File: config.mk
export PLATFORM = sky130hd
export DESIGN_NAME = multi_two_to_one_mux_arb
export DESIGN_NICKNAME = d
export VERILOG_FILES = /design/src/rtl/multi_two_to_one_mux_arb.sv
export SDC_FILE = /design/constraint.sdc
export NUM_CORES = 1
export LEC_CHECK = 0
export BUFFER_PORTS_ARGS = -buffer_cell sky130_fd_sc_hd__buf_2
export CORE_MARGIN = 2
export CORE_UTILIZATION = 48
export DETAILED_ROUTE_END_ITERATION = 6
export PLACE_DENSITY = 0.85
export SLEW_MARGIN = 20
export SYNTH_ARGS = -nofsm -noshare
export SYNTH_HDL_FRONTEND = slang
export SYNTH_SLANG_ARGS = --single-unit
File: constraint.sdc
create_clock -name clk -period 3.85 [get_ports clk]
set_clock_uncertainty 0.1 [all_clocks]
set_input_delay 0.1925 -clock clk [delete_from_list [all_inputs] [get_ports clk]]
set_output_delay 0.1925 -clock clk [all_outputs]
set_load 0.01 [all_outputs]
File: src/rtl/multi_two_to_one_mux_arb.sv
`default_nettype none
// +--------------------------------------------------------------------------+
// | multi_two_to_one_mux_arb                                                 |
// | Two-client round-robin merge onto a single-port memory, read data routed |
// | back by tag. MULTI_MUX_FIXED_PRIO_EN: client 1 always wins, no pointer.  |
// | Revision: 1.0                                                            |
// +--------------------------------------------------------------------------+
module multi_two_to_one_mux_arb #(
  parameter int DATA_W  = 16,
  parameter int ADDR_W  = 16,
  parameter int MEM_LAT = 1
) (
  input  logic              clk,
  input  logic              rst_n,
  input  logic              req1,
  input  logic              we1,
  input  logic [ADDR_W-1:0] addr1,
  input  logic [DATA_W-1:0] data1,
  output logic              gnt1,
  output logic              rvalid1,
  output logic [DATA_W-1:0] rdata1,
  input  logic              req2,
  input  logic              we2,
  input  logic [ADDR_W-1:0] addr2,
  input  logic [DATA_W-1:0] data2,
  output logic              gnt2,
  output logic              rvalid2,
  output logic [DATA_W-1:0] rdata2,
  output logic              mem_en,
  output logic              mem_we,
  output logic [ADDR_W-1:0] mem_addr,
  output logic [DATA_W-1:0] mem_wdata,
  input  logic [DATA_W-1:0] mem_rdata
);

  logic grant1;
  logic grant2;
  logic accept;

  logic              mem_en_q,    mem_en_d;
  logic              mem_we_q,    mem_we_d;
  logic [ADDR_W-1:0] mem_addr_q,  mem_addr_d;
  logic [DATA_W-1:0] mem_wdata_q, mem_wdata_d;
  logic              mem_id_q,    mem_id_d;

  logic [MEM_LAT-1:0] tag_v_q,  tag_v_d;
  logic [MEM_LAT-1:0] tag_id_q, tag_id_d;

  logic              rvalid1_q, rvalid1_d;
  logic              rvalid2_q, rvalid2_d;
  logic [DATA_W-1:0] rdata1_q,  rdata1_d;
  logic [DATA_W-1:0] rdata2_q,  rdata2_d;

`ifndef MULTI_MUX_FIXED_PRIO_EN
  // 0: client 1 wins a tie, 1: client 2 wins a tie
  logic ptr_q, ptr_d;
`endif

  always_comb begin
    grant1 = 1'b0;
    grant2 = 1'b0;
    if (rst_n) begin
`ifdef MULTI_MUX_FIXED_PRIO_EN
      grant1 = req1;
      grant2 = req2 && !req1;
`else
      grant1 = req1 && (!req2 || !ptr_q);
      grant2 = req2 && (!req1 ||  ptr_q);
`endif
    end
  end

  assign accept = grant1 || grant2;

`ifndef MULTI_MUX_FIXED_PRIO_EN
  always_comb begin
    ptr_d = ptr_q;
    if (accept) begin
      ptr_d = grant1;
    end
  end

  always_ff @(posedge clk) begin
    if (!rst_n) begin
      ptr_q <= 1'b0;
    end else begin
      ptr_q <= ptr_d;
    end
  end
`endif

  always_comb begin
    mem_en_d    = accept;
    mem_we_d    = 1'b0;
    mem_addr_d  = mem_addr_q;
    mem_wdata_d = mem_wdata_q;
    mem_id_d    = mem_id_q;
    if (grant1) begin
      mem_we_d    = we1;
      mem_addr_d  = addr1;
      mem_wdata_d = data1;
      mem_id_d    = 1'b0;
    end else if (grant2) begin
      mem_we_d    = we2;
      mem_addr_d  = addr2;
      mem_wdata_d = data2;
      mem_id_d    = 1'b1;
    end
  end

  // Tag enters from the memory stage so stage MEM_LAT-1 lines up with mem_rdata
  always_comb begin
    tag_v_d     = tag_v_q;
    tag_id_d    = tag_id_q;
    tag_v_d[0]  = mem_en_q && !mem_we_q;
    tag_id_d[0] = mem_id_q;
    for (int i = 1; i < MEM_LAT; i++) begin
      tag_v_d[i]  = tag_v_q[i-1];
      tag_id_d[i] = tag_id_q[i-1];
    end
  end

  always_comb begin
    rvalid1_d = tag_v_q[MEM_LAT-1] && !tag_id_q[MEM_LAT-1];
    rvalid2_d = tag_v_q[MEM_LAT-1] &&  tag_id_q[MEM_LAT-1];
    rdata1_d  = rvalid1_d ? mem_rdata : rdata1_q;
    rdata2_d  = rvalid2_d ? mem_rdata : rdata2_q;
  end

  always_ff @(posedge clk) begin
    if (!rst_n) begin
      mem_en_q    <= 1'b0;
      mem_we_q    <= 1'b0;
      mem_addr_q  <= '0;
      mem_wdata_q <= '0;
      mem_id_q    <= 1'b0;
      tag_v_q     <= '0;
      tag_id_q    <= '0;
      rvalid1_q   <= 1'b0;
      rvalid2_q   <= 1'b0;
      rdata1_q    <= '0;
      rdata2_q    <= '0;
    end else begin
      mem_en_q    <= mem_en_d;
      mem_we_q    <= mem_we_d;
      mem_addr_q  <= mem_addr_d;
      mem_wdata_q <= mem_wdata_d;
      mem_id_q    <= mem_id_d;
      tag_v_q     <= tag_v_d;
      tag_id_q    <= tag_id_d;
      rvalid1_q   <= rvalid1_d;
      rvalid2_q   <= rvalid2_d;
      rdata1_q    <= rdata1_d;
      rdata2_q    <= rdata2_d;
    end
  end

  assign gnt1      = grant1;
  assign gnt2      = grant2;
  assign mem_en    = mem_en_q;
  assign mem_we    = mem_we_q;
  assign mem_addr  = mem_addr_q;
  assign mem_wdata = mem_wdata_q;
  assign rvalid1   = rvalid1_q;
  assign rvalid2   = rvalid2_q;
  assign rdata1    = rdata1_q;
  assign rdata2    = rdata2_q;

endmodule
`default_nettype wire
* After elaboration in Yosys (flattened, before gate mapping)
Index checks and enable logic that the tools add are counted.
** Cells by class
- Multiplexer cells :: 8
- Bitwise logic cells :: 1
- Reductions and logical operators :: 15
** Operators with widths (number)
- 16-bit 2-to-1 mux :: 4
- 1-bit logical AND :: 5
- 1-bit logical NOT :: 5
- 1-bit 2-to-1 mux :: 4
- 1-bit logical OR :: 3
- 2-bit nonzero test :: 1
- 2-bit OR reduction :: 1
- 1-bit NOT :: 1
** Storage, ports and cells
- Bits in registers :: 72
- Input port bits :: 86
- Output and inout bits :: 70
- Word-level logic and storage cells :: 36

* Longest topological paths before layout
Gate-level depths: netlist of run 1.
- Depth after elaboration :: 6
- Mapped depth :: 5
- Mapped depth without buffers :: 4

* Worst setup path before layout of run 1
No wires, ideal clock.
- Kind :: register to register
- Start point :: register ptr_q
- End point :: register mem_addr_q[15], in the netlist mem_addr[15]
- Setup time :: 0.122 ns
- Arrival :: 1.034 ns
- Required time :: 3.628 ns
- Setup slack :: 2.594 ns
- Cell stages (with the launch flop) :: 5
- Path buffers :: 1
- Clock period less this slack :: 1.256 ns
- Cells stage by stage :: dfxtp_1 > a21boi_2 > and2_1 > buf_4 > o311a_1
** Between the ends
- Cells in the longest elaborated chain, start to end :: 5
- Elaborated cells on any way between the ends :: 9
- Those cells by class :: 3 x mux; 6 x reduce/logical
** RTL lines
- from (decl) :: RTL line 56 : logic ptr_q, ptr_d;
- from (signal assigned) :: RTL line 87 : ptr_q <= ptr_d;
- 1-bit logical NOT :: RTL line 67 : grant1 = req1 && (!req2 || !ptr_q);
- 1-bit logical OR :: RTL line 67
- 1-bit logical AND :: RTL line 67
- 1-bit 2-to-1 mux :: RTL line 62 : if (rst_n) begin
- 16-bit 2-to-1 mux / 2-bit nonzero test (equally long branches)
- to (signal assigned) :: RTL line 146 : mem_addr_q <= mem_addr_d;
- to (decl) :: RTL line 42 : logic [ADDR_W-1:0] mem_addr_q, mem_addr_d;
Several ways; a longest one is shown, not always the timed one.
A chain may end at the register's enable or synchronous reset.

* Worst setup path after layout of run 1
- Start point :: register ptr_q
- End point :: register mem_we_q, in the netlist mem_we
** Between the ends
- Cells in the longest elaborated chain, start to end :: 5
- Elaborated cells on any way between the ends :: 9
- Those cells by class :: 4 x mux; 5 x reduce/logical
** RTL lines
- 1-bit logical OR / 1-bit logical NOT (equally long branches) :: RTL line 68, 67
- 1-bit logical AND / 1-bit logical OR (equally long branches) :: RTL line 68, 67
- 1-bit 2-to-1 mux / 1-bit logical AND (equally long branches) :: RTL line 62, 67
- 1-bit 2-to-1 mux, on equally long branches :: RTL line 103, 62
- 1-bit 2-to-1 mux (*) :: RTL line 98 : if (grant1) begin
- to (signal assigned) :: RTL line 145 : mem_we_q <= mem_we_d;
- to (decl) :: RTL line 41 : logic mem_we_q, mem_we_d;
Mark *: on every way between the ends. The rest lies on a longest branch, timed or not.

==> impl_metrics.py, run 1 <==
metrics = {
    "status": {
        "status": "finished, final reports clean",
    },
    "synth": {
        "yosysMostFrequentCell": "nand2_1",
        "synth_top_cell_area_share": 0.505,
        "synth_xor_area_frac": 0,
        "synthesis.area_per_instance_um2": 8.44,
        "yosysSeqAreaShare": 0.505,
        "synth_common_cells": "nand2_1 (112), dfxtp_1 (72), a21boi_1 (38)",
        "postSynthCellCount": 338,
        "yosysWarnings": 0,
        "yosys.area_share.simple": 0.241,
        "synth_edf_count": 0,
        "yosysTopAreaCell": "dfxtp_1",
        "synthMuxAreaShare": 0,
        "synth_compound_area_frac": 0.209,
        "synth_top_cells_by_area": "dfxtp_1 (51%), nand2_1 (15%), a21boi_1 (10%)",
        "yosys_register_bits": 72,
        "synthArstFlopShare": 0,
        "synthesis.area_um2": 2850,
        "syn_nets": 424,
        "ys_dominant_reg_cell": "dfxtp_1",
        "synth_top_family_by_area": "simple AND/OR/NAND/NOR gates",
        "synth_fa_ha_area_frac": 0,
        "synthDistinctLibCells": 26,
    },
    "floorplanning": {
        "io_pins": 156,
        "die_w_um": 81.1,
        "start_util": 0.491,
        "die_area_um2": 6580,
        "placementRows": 28,
        "coreArea_um2": 5820,
        "die_h_um": 81.1,
    },
    "critical_path": {
        "cp.required_ns": 4.02,
        "critPathKind": "reg -> reg",
        "crit_arrival_ns": 2.69,
        "worstSetupStartpoint": "ptr_q",
        "critPathMaxFanout": 33,
        "rrSetupSlack_ns": 1.33,
        "cp-end-kind": "register",
        "startpoint_type": "register",
        "reg2reg_from": "ptr_q",
    },
    "final_layout": {
        "diodes": 0,
        "syn_to_final_growth_pct": 39.1,
        "finalInstanceArea_um2": 3970,
        "drive_gt1_frac": 0.359,
        "fin_nets": 579,
        "nFillCells": 506,
    },
    "drt": {
        "drt-pass1-iter-count": 5,
        "via_per_inst": 5.06,
        "wl_per_cell_um": 13.4,
        "remaining_drc_errors": 0,
        "vias": 2897,
        "ant_nets": 0,
        "drtIter0Drc": 109,
        "routed_wirelength_mm": 7.66,
    },
    "placement": {
        "gp_congestion": 0.734,
        "dp_hpwl_mm": 5.34,
        "port_buffers": 155,
        "place_area_um2": 3620,
    },
    "sta": {
        "hold_ws_ns": 0.0158,
        "period_needed_ns": 2.52,
        "fmax_mhz": 397,
        "min_period_over_period": 0.655,
        "drv_slew": 0,
        "final.setup.tns_ns": 0,
        "rsz0062_at_grt": "false",
        "slew_headroom": 0.371,
        "worst_pin_slew_ns": 0.944,
        "hold_viol": 0,
        "setup_viol": 0,
    },
    "power_and_ir_drop": {
        "fin_total_pwr_mw": 1.66,
        "vdd_ir_drop_max_mv": 0.245,
        "powerDensity_nw_per_um2": 418,
        "p_leak_nw": 1.82,
    },
    "clock_tree": {
        "clk_pin_slew_ns": 0.07,
        "cts.path.max_buffers": 2,
        "post_cts_buffers": 0,
        "cts_inserted_buffers": 9,
        "clk_latency_ns": 0.32,
        "h-tree-depth": 3,
        "cts_tree": "yes",
        "root_buffer": "clkbuf_8",
        "cts_sinks": 72,
    },
    "global_route": {
        "grt_overflow_total": 0,
        "antenna_found_initial": 0,
        "grt_pass1_vias": 2697,
        "grt_first_pass_wirelength_mm": 11.7,
        "grt_max_degree": 44,
        "gr-usage-all-layers": 0.232,
    },
    "worst_hold_path": {
        "hold_path.class": "in -> reg",
        "min_from": "addr2[8]",
    },
    "job": {
        "drv_cap": 0,
    },
}
-- layer usage --
layer,track usage,wire (um),up-vias
li1,-,-,1453
met1,0.280,3190,1307
met2,0.394,3800,135
met3,0.0456,622,2
met4,0.112,39,0
met5,0,0,-
-- per-stage QoR --
step,util,worst slack (ns),cells
floorplan,-,2.59,338
global placement,0.622,1.66,544
detailed placement,0.622,1.65,544
CTS,0.682,1.34,573
global route,0.682,1.19,573
finish,0.682,1.33,573
-- layout by cell type, fill, tap and decap left out, types with 2 or more instances in the layout --
| master | instances |
|---|---|
| and3_1 | 2 |
| dlygate4sd3_1 | 13 |
| o211ai_1 | 23 |
| and2_1 | 6 |
| nand2_1 | 112 |
| nand2b_1 | 3 |
| a21boi_1 | 38 |
| buf_2 | 155 |
| nor2b_1 | 2 |
| a21boi_0 | 4 |
| a22oi_1 | 5 |
| nand3_1 | 31 |
| dfxtp_1 | 72 |
| buf_4 | 3 |
| a32oi_1 | 3 |
| clkbuf_8 | 12 |
-- cell families (layout without fill, tap and decap cells) --
logic type,count (synthesis),count (layout)
AO/OA/AOI/OAI,78,78
buffers and inverters,28,188
flip-flops,72,72
AND/OR/NAND/NOR,160,160
-- layout make-up --
type                       instances  area, um2  area share
inverter                           1       3.75    0.000946
sequential                        72       1440       0.363
tap                               75       93.8      0.0236
timing repair buffer             171        928       0.234
clock inverter                     4       51.3      0.0129
clock buffer                      12        165      0.0416
multi-input combinational        238       1280       0.324
-- repair_timing --
item / 4_1_cts / 5_1_grt
resized for setup: 0 / 0
hold buffers: 13 / 0
endpoints found under the hold margin: 16 / 0
-- critical path, stage by stage, from the launching register on --
cell           delay, ns
dfxtp_1             0.33
a21boi_2            0.11
buf_4               0.33
and2_1              0.81
a22o_1              0.23
dlygate4sd3_1       0.53
-- registers in the layout (all words and copies together) (netlist names) --
register   flops
mem_wdata     16
mem_en         1
rdata2        16
mem_id_q       1
mem_addr      16
rdata1        16
tag_id_q       1
ptr_q          1
rvalid2        1
mem_we         1
rvalid1        1
tag_v_q        1
-- worst paths after layout --
kind,to,cells past startpoint
max,mem_we,5
min,mem_addr[8],3
max reg2reg,mem_we,5
min reg2reg,tag_v_q,1
-- power breakdown --
group	switching, mW	leakage, nW	internal, mW
Combinational	0.121	1.12	0.109
Sequential	0.0223	0.591	0.788
Clock	0.268	0.109	0.353
Total	0.411	1.82	1.25
No activity file was read; power rests on OpenSTA's default activity.
==> inputs of run 2 (changes only) <==
--- a/config.mk
+++ b/config.mk
@@ -7,9 +7,9 @@
 export LEC_CHECK = 0
 export BUFFER_PORTS_ARGS = -buffer_cell sky130_fd_sc_hd__buf_2
 export CORE_MARGIN = 2
-export CORE_UTILIZATION = 48
+export CORE_UTILIZATION = 40
 export DETAILED_ROUTE_END_ITERATION = 6
-export PLACE_DENSITY = 0.85
+export PLACE_DENSITY = 0.76
 export SLEW_MARGIN = 20
 export SYNTH_ARGS = -nofsm -noshare
 export SYNTH_HDL_FRONTEND = slang
==> constraint.sdc (replaced) <==
create_clock -name clk -period 2 [get_ports clk]
set_clock_uncertainty 0.1 [all_clocks]
set_input_delay 0.1 -clock clk [delete_from_list [all_inputs] [get_ports clk]]
set_output_delay 0.1 -clock clk [all_outputs]
set_load 0.01 [all_outputs]
==> impl_metrics.py, run 2 (synthesis gave the netlist of run 1 again) <==
metrics = {
    "clock_tree": {
        "cts_tree": "yes",
        "clk_pin_slew_ns": 0.07,
        "root_buffer": "clkbuf_8",
        "h-tree-depth": 3,
        "cts.path.max_buffers": 2,
        "clk_latency_ns": 0.33,
        "cts_inserted_buffers": 9,
        "cts_sinks": 72,
        "post_cts_buffers": 0,
    },
    "final_layout": {
        "seq_area_um2": 1440,
        "nFillCells": 538,
        "layout_commonest_cell": "buf_2",
        "drive_gt1_frac": 0.318,
        "fin_nets": 650,
        "layout_common_cells": "buf_2 (155), nand2_1 (112), dlygate4sd3_1 (80)",
        "syn_to_final_growth_pct": 64.6,
        "multiInputGateArea_um2": 1290,
        "finalInstanceArea_um2": 4700,
    },
    "status": {
        "status": "finished, final reports clean",
    },
    "global_route": {
        "grt_pass1_vias": 3366,
        "gr-usage-all-layers": 0.243,
        "grt_max_degree": 38,
        "antenna_found_initial": 0,
        "grt_first_pass_wirelength_mm": 14.9,
        "grt_overflow_total": 0,
    },
    "worst_hold_path": {
        "min_from": "data1[13]",
        "hold_end": "mem_wdata[13]",
        "hold_path.class": "in -> reg",
        "hold_depth": 3,
    },
    "placement": {
        "dp_hpwl_mm": 5.54,
        "port_buffers": 155,
        "place_area_um2": 3680,
        "gp_congestion": 0.798,
    },
    "floorplanning": {
        "start_util": 0.418,
        "die_area_um2": 7830,
        "coreArea_um2": 6830,
        "io_pins": 156,
        "die_h_um": 88.5,
        "die_w_um": 88.5,
        "placementRows": 30,
    },
    "sta": {
        "slew_headroom": 0.592,
        "min_period_over_period": 0.968,
        "rsz0062_at_grt": "false",
        "worst_pin_slew_ns": 0.612,
        "period_needed_ns": 1.94,
        "final.setup.tns_ns": 0,
        "fmax_mhz": 516,
        "hold_viol": 0,
        "setup_viol": 0,
        "drv_slew": 0,
    },
    "drt": {
        "wl_per_cell_um": 14.2,
        "drtIter0Drc": 138,
        "via_per_inst": 5.07,
        "remaining_drc_errors": 0,
        "drt-pass1-iter-count": 7,
        "ant_nets": 0,
        "vias": 3374,
        "routed_wirelength_mm": 9.47,
    },
    "critical_path": {
        "critPathMaxFanout": 11,
        "crit_arrival_ns": 2.06,
        "startpoint_type": "input port",
        "reg2reg_from": "ptr_q",
        "r2r_end": "mem_wdata[7]",
        "rrSetupSlack_ns": 0.18,
        "cp-end-kind": "register",
        "rr_worst_depth": 5,
        "cp.required_ns": 2.12,
        "critPathKind": "in -> reg",
    },
    "power_and_ir_drop": {
        "p_leak_nw": 2.13,
        "vdd_ir_drop_max_mv": 0.400,
        "powerDensity_nw_per_um2": 719,
    },
    "job": {
        "drv_cap": 0,
    },
}
==> run 2: cell count changes in the layout (fill, tap and decap cells not counted), moves of 2 or more <==
cell / delta
clkbuf_8: -2
clkbuf_1: +3
buf_4: +4
dlygate4sd3_1: +67
==> run 2: repair_timing <==
| action | CTS | global route |
|---|---|---|
| setup endpoints to repair | 0 | 2 |
| gates resized for setup | 0 | 2 |
| hold endpoints to repair | 67 | 0 |
| hold buffers | 80 | 0 |
==> run 2: layout make-up <==
cell class	count	share of cell area
Inverter	1	0.000799
Clock inverter	3	0.0139
Sequential cell	72	0.307
Antenna cell	1	0.000533
Multi-Input combinational cell	238	0.274
Clock buffer	13	0.0317
Tap cell	96	0.0256
Timing Repair Buffer	242	0.347
==> run 2: worst max path at each step <==
stage | start | to | slack (ns) | depth (start not counted)
after floorplan | ptr_q | mem_addr[15] | 0.74 | 4
after global placement | rst_n | mem_wdata[11] | 0.60 | 6
after detailed placement | rst_n | mem_wdata[1] | 0.56 | 6
after CTS | rst_n | mem_we | 0.07 | 6
after global routing | rst_n | mem_we | 0.02 | 6
final | rst_n | mem_we | 0.06 | 6
==> run 2: power by group <==
| group | leakage (nW) | internal [mW] | switching, mW | total [mW] |
|---|---|---|---|---|
| clock | 0.108 | 0.737 | 0.509 | 1.25 |
| sequential | 0.591 | 1.52 | 0.0453 | 1.56 |
| combinational | 1.43 | 0.304 | 0.267 | 0.571 |
==> run 2: stage by stage <==
stage / utilization / setup WS, ns / std cells / total power, mW / hold WS (ns)
floorplan: - / 0.744 / 338 / 1.81 / 0.126
global placement: 0.538 / 0.596 / 569 / 2.01 / 0.251
detailed placement: 0.538 / 0.556 / 569 / 2.02 / 0.238
CTS: 0.687 / 0.0702 / 665 / 3.38 / 0.00665
global route: 0.687 / 0.0153 / 665 / 3.52 / 0.0208
finish: 0.688 / 0.0631 / 666 / 3.38 / 0.0165
==> run 2: critical path, cell delays in order <==
cell and delay [ns]:
dlygate4sd3_1 0.54, buf_2 0.16, and2_2 0.27, and2_1 0.21, a22o_1 0.24, dlygate4sd3_1 0.55
==> run 2: layer usage <==
metal / track usage / vias up / share of wire
met4: 0.152 / 0 / 0.039
met2: 0.396 / 211 / 0.48
li1: - / 1599 / -
met1: 0.286 / 1524 / 0.39
met5: 0 / - / 0
met3: 0.0625 / 40 / 0.088
==> inputs of run 3 (changes only) <==
--- a/config.mk
+++ b/config.mk
@@ -5,10 +5,10 @@
 export SDC_FILE = /design/constraint.sdc
 export NUM_CORES = 1
 export LEC_CHECK = 0
-export BUFFER_PORTS_ARGS = -buffer_cell sky130_fd_sc_hd__buf_2
 export CORE_MARGIN = 2
-export CORE_UTILIZATION = 40
+export CORE_UTILIZATION = 60
 export DETAILED_ROUTE_END_ITERATION = 6
+export DONT_BUFFER_PORTS = 1
 export PLACE_DENSITY = 0.76
 export SLEW_MARGIN = 20
 export SYNTH_ARGS = -nofsm -noshare
==> constraint.sdc (replaced) <==
create_clock -name clk -period 2.25 [get_ports clk]
set_clock_uncertainty 0.1 [all_clocks]
set_input_delay 0.1125 -clock clk [delete_from_list [all_inputs] [get_ports clk]]
set_output_delay 0.1125 -clock clk [all_outputs]
set_load 0.01 [all_outputs]
==> impl_metrics.py, run 3 (synthesis gave the netlist of run 1 again) <==
metrics = {
    "final_layout": {
        "drive_gt1_frac": 0.0576,
        "fin_nets": 498,
        "layout_common_cells": "nand2_1 (112), dlygate4sd3_1 (84), dfxtp_1 (72)",
        "syn_to_final_growth_pct": 36.7,
        "final_cells": 471,
        "layout_commonest_cell": "nand2_1",
        "diodes": 0,
    },
    "drt": {
        "routed_wirelength_mm": 8.55,
        "wl_met1_mm": 3.08,
        "drt-pass1-iter-count": 5,
        "dr.max_layer_used": "met4",
        "via_per_inst": 5.96,
        "remaining_drc_errors": 0,
        "ant_nets": 0,
        "dr_wl_met2_mm": 4.43,
        "vias": 2809,
        "wl_per_cell_um": 18.2,
        "drtIter0Drc": 177,
        "met3WireLength_um": 796,
    },
    "sta": {
        "period_needed_ns": 2.06,
        "fin_ws_ns": 0.186,
        "rsz0062_at_grt": "false",
        "slew_headroom": 0.561,
        "hold_viol": 0,
        "fmax_mhz": 484,
        "setup_viol": 0,
        "worst_pin_slew_ns": 0.658,
        "min_period_over_period": 0.918,
        "final.setup.tns_ns": 0,
        "drv_slew": 0,
    },
    "clock_tree": {
        "root_buffer": "clkbuf_8",
        "cts-resized-gates": 0,
        "cts_tree": "yes",
        "cts.path.max_buffers": 2,
        "h-tree-depth": 3,
        "cts_sinks": 72,
        "cts_inserted_buffers": 9,
        "post_cts_buffers": 0,
        "clk_latency_ns": 0.33,
        "clk_pin_slew_ns": 0.08,
    },
    "global_route": {
        "grt_overflow_total": 0,
        "grt_max_degree": 75,
        "grt_first_pass_wirelength_mm": 12.9,
        "antenna_found_initial": 0,
        "gr-usage-all-layers": 0.315,
        "grt_pass1_vias": 2741,
    },
    "critical_path": {
        "cp.required_ns": 2.36,
        "cp-end-kind": "register",
        "startpoint_type": "register",
        "critPathMaxStageDelay_ns": 0.56,
        "critPathMaxFanout": 13,
        "cp_slowest_cell": "dlygate4sd3_1",
        "critPathKind": "reg -> reg",
        "crit_arrival_ns": 2.18,
        "path_cells": "nand2b_1, a21boi_0, o311a_1, dlygate4sd3_1",
    },
    "power_and_ir_drop": {
        "powerDensity_nw_per_um2": 725,
        "fin_total_pwr_mw": 2.83,
        "p_leak_nw": 1.48,
        "vdd_ir_drop_max_mv": 0.492,
    },
    "floorplanning": {
        "die_area_um2": 5320,
        "placementRows": 25,
        "die_h_um": 73.0,
        "io_pins": 156,
        "coreArea_um2": 4660,
        "start_util": 0.612,
        "die_w_um": 73.0,
    },
    "placement": {
        "placedCellCount": 370,
        "dp_slack_ns": 0.775,
        "port_buffers": 0,
        "dp_hpwl_mm": 4.29,
        "gp_congestion": 0.715,
    },
    "worst_hold_path": {
        "hold_path.class": "in -> reg",
    },
    "job": {
        "drv_cap": 0,
    },
    "status": {
        "status": "finished, final reports clean",
    },
}
## run 3: power breakdown
group / total (mW) / switching [mW] / internal [mW]
clock: 1.03 / 0.459 / 0.571
combinational: 0.360 / 0.157 / 0.204
sequential: 1.44 / 0.0885 / 1.35
## run 3: final cells by class
| class | count | area, um2 |
|---|---|---|
| clock buffer | 13 | 159 |
| clock inverter | 3 | 40.0 |
| fill | 270 | 761 |
| inverter | 1 | 3.75 |
| multi-input combinational | 238 | 1280 |
| sequential | 72 | 1440 |
| tap | 54 | 67.6 |
| timing repair buffer | 90 | 906 |
## run 3: critical path: cells and delay by family, from the launching register on
family / cells / cell delay (ns)
flip-flops: 1 / 0.38
AO/OA/AOI/OAI: 2 / 0.52
buffers and inverters: 1 / 0.56
AND/OR/NAND/NOR: 1 / 0.40
## run 3: through the flow
step | util | hold WS, ns | area [um2]
floorplan | - | 0.138 | 2850
global placement | 0.608 | 0.140 | 2830
detailed placement | 0.608 | 0.144 | 2830
CTS | 0.837 | 0.0392 | 3900
global route | 0.837 | 0.0677 | 3900
finish | 0.837 | 0.0512 | 3900
## run 3: path summary, 6_finish.rpt
kind	startpoint	endpoint	slack, ns	cells after the start
min reg2reg	mem_id_q	tag_id_q	0.35	1
min	rst_n	tag_v_q	0.05	3
max	ptr_q	mem_addr[15]	0.19	4
max reg2reg	ptr_q	mem_addr[15]	0.19	4
## run 3: what timing repair did
action,CTS,global route
setup endpoints to repair,0,0
hold endpoints to repair,71,0
hold buffers,85,0
## run 3: routing by layer
metal / GRT usage / vias to the layer above
met4: 0.144 / 0
met3: 0.106 / 32
met5: 0 / -
met2: 0.548 / 162
met1: 0.345 / 1316
li1: - / 1299
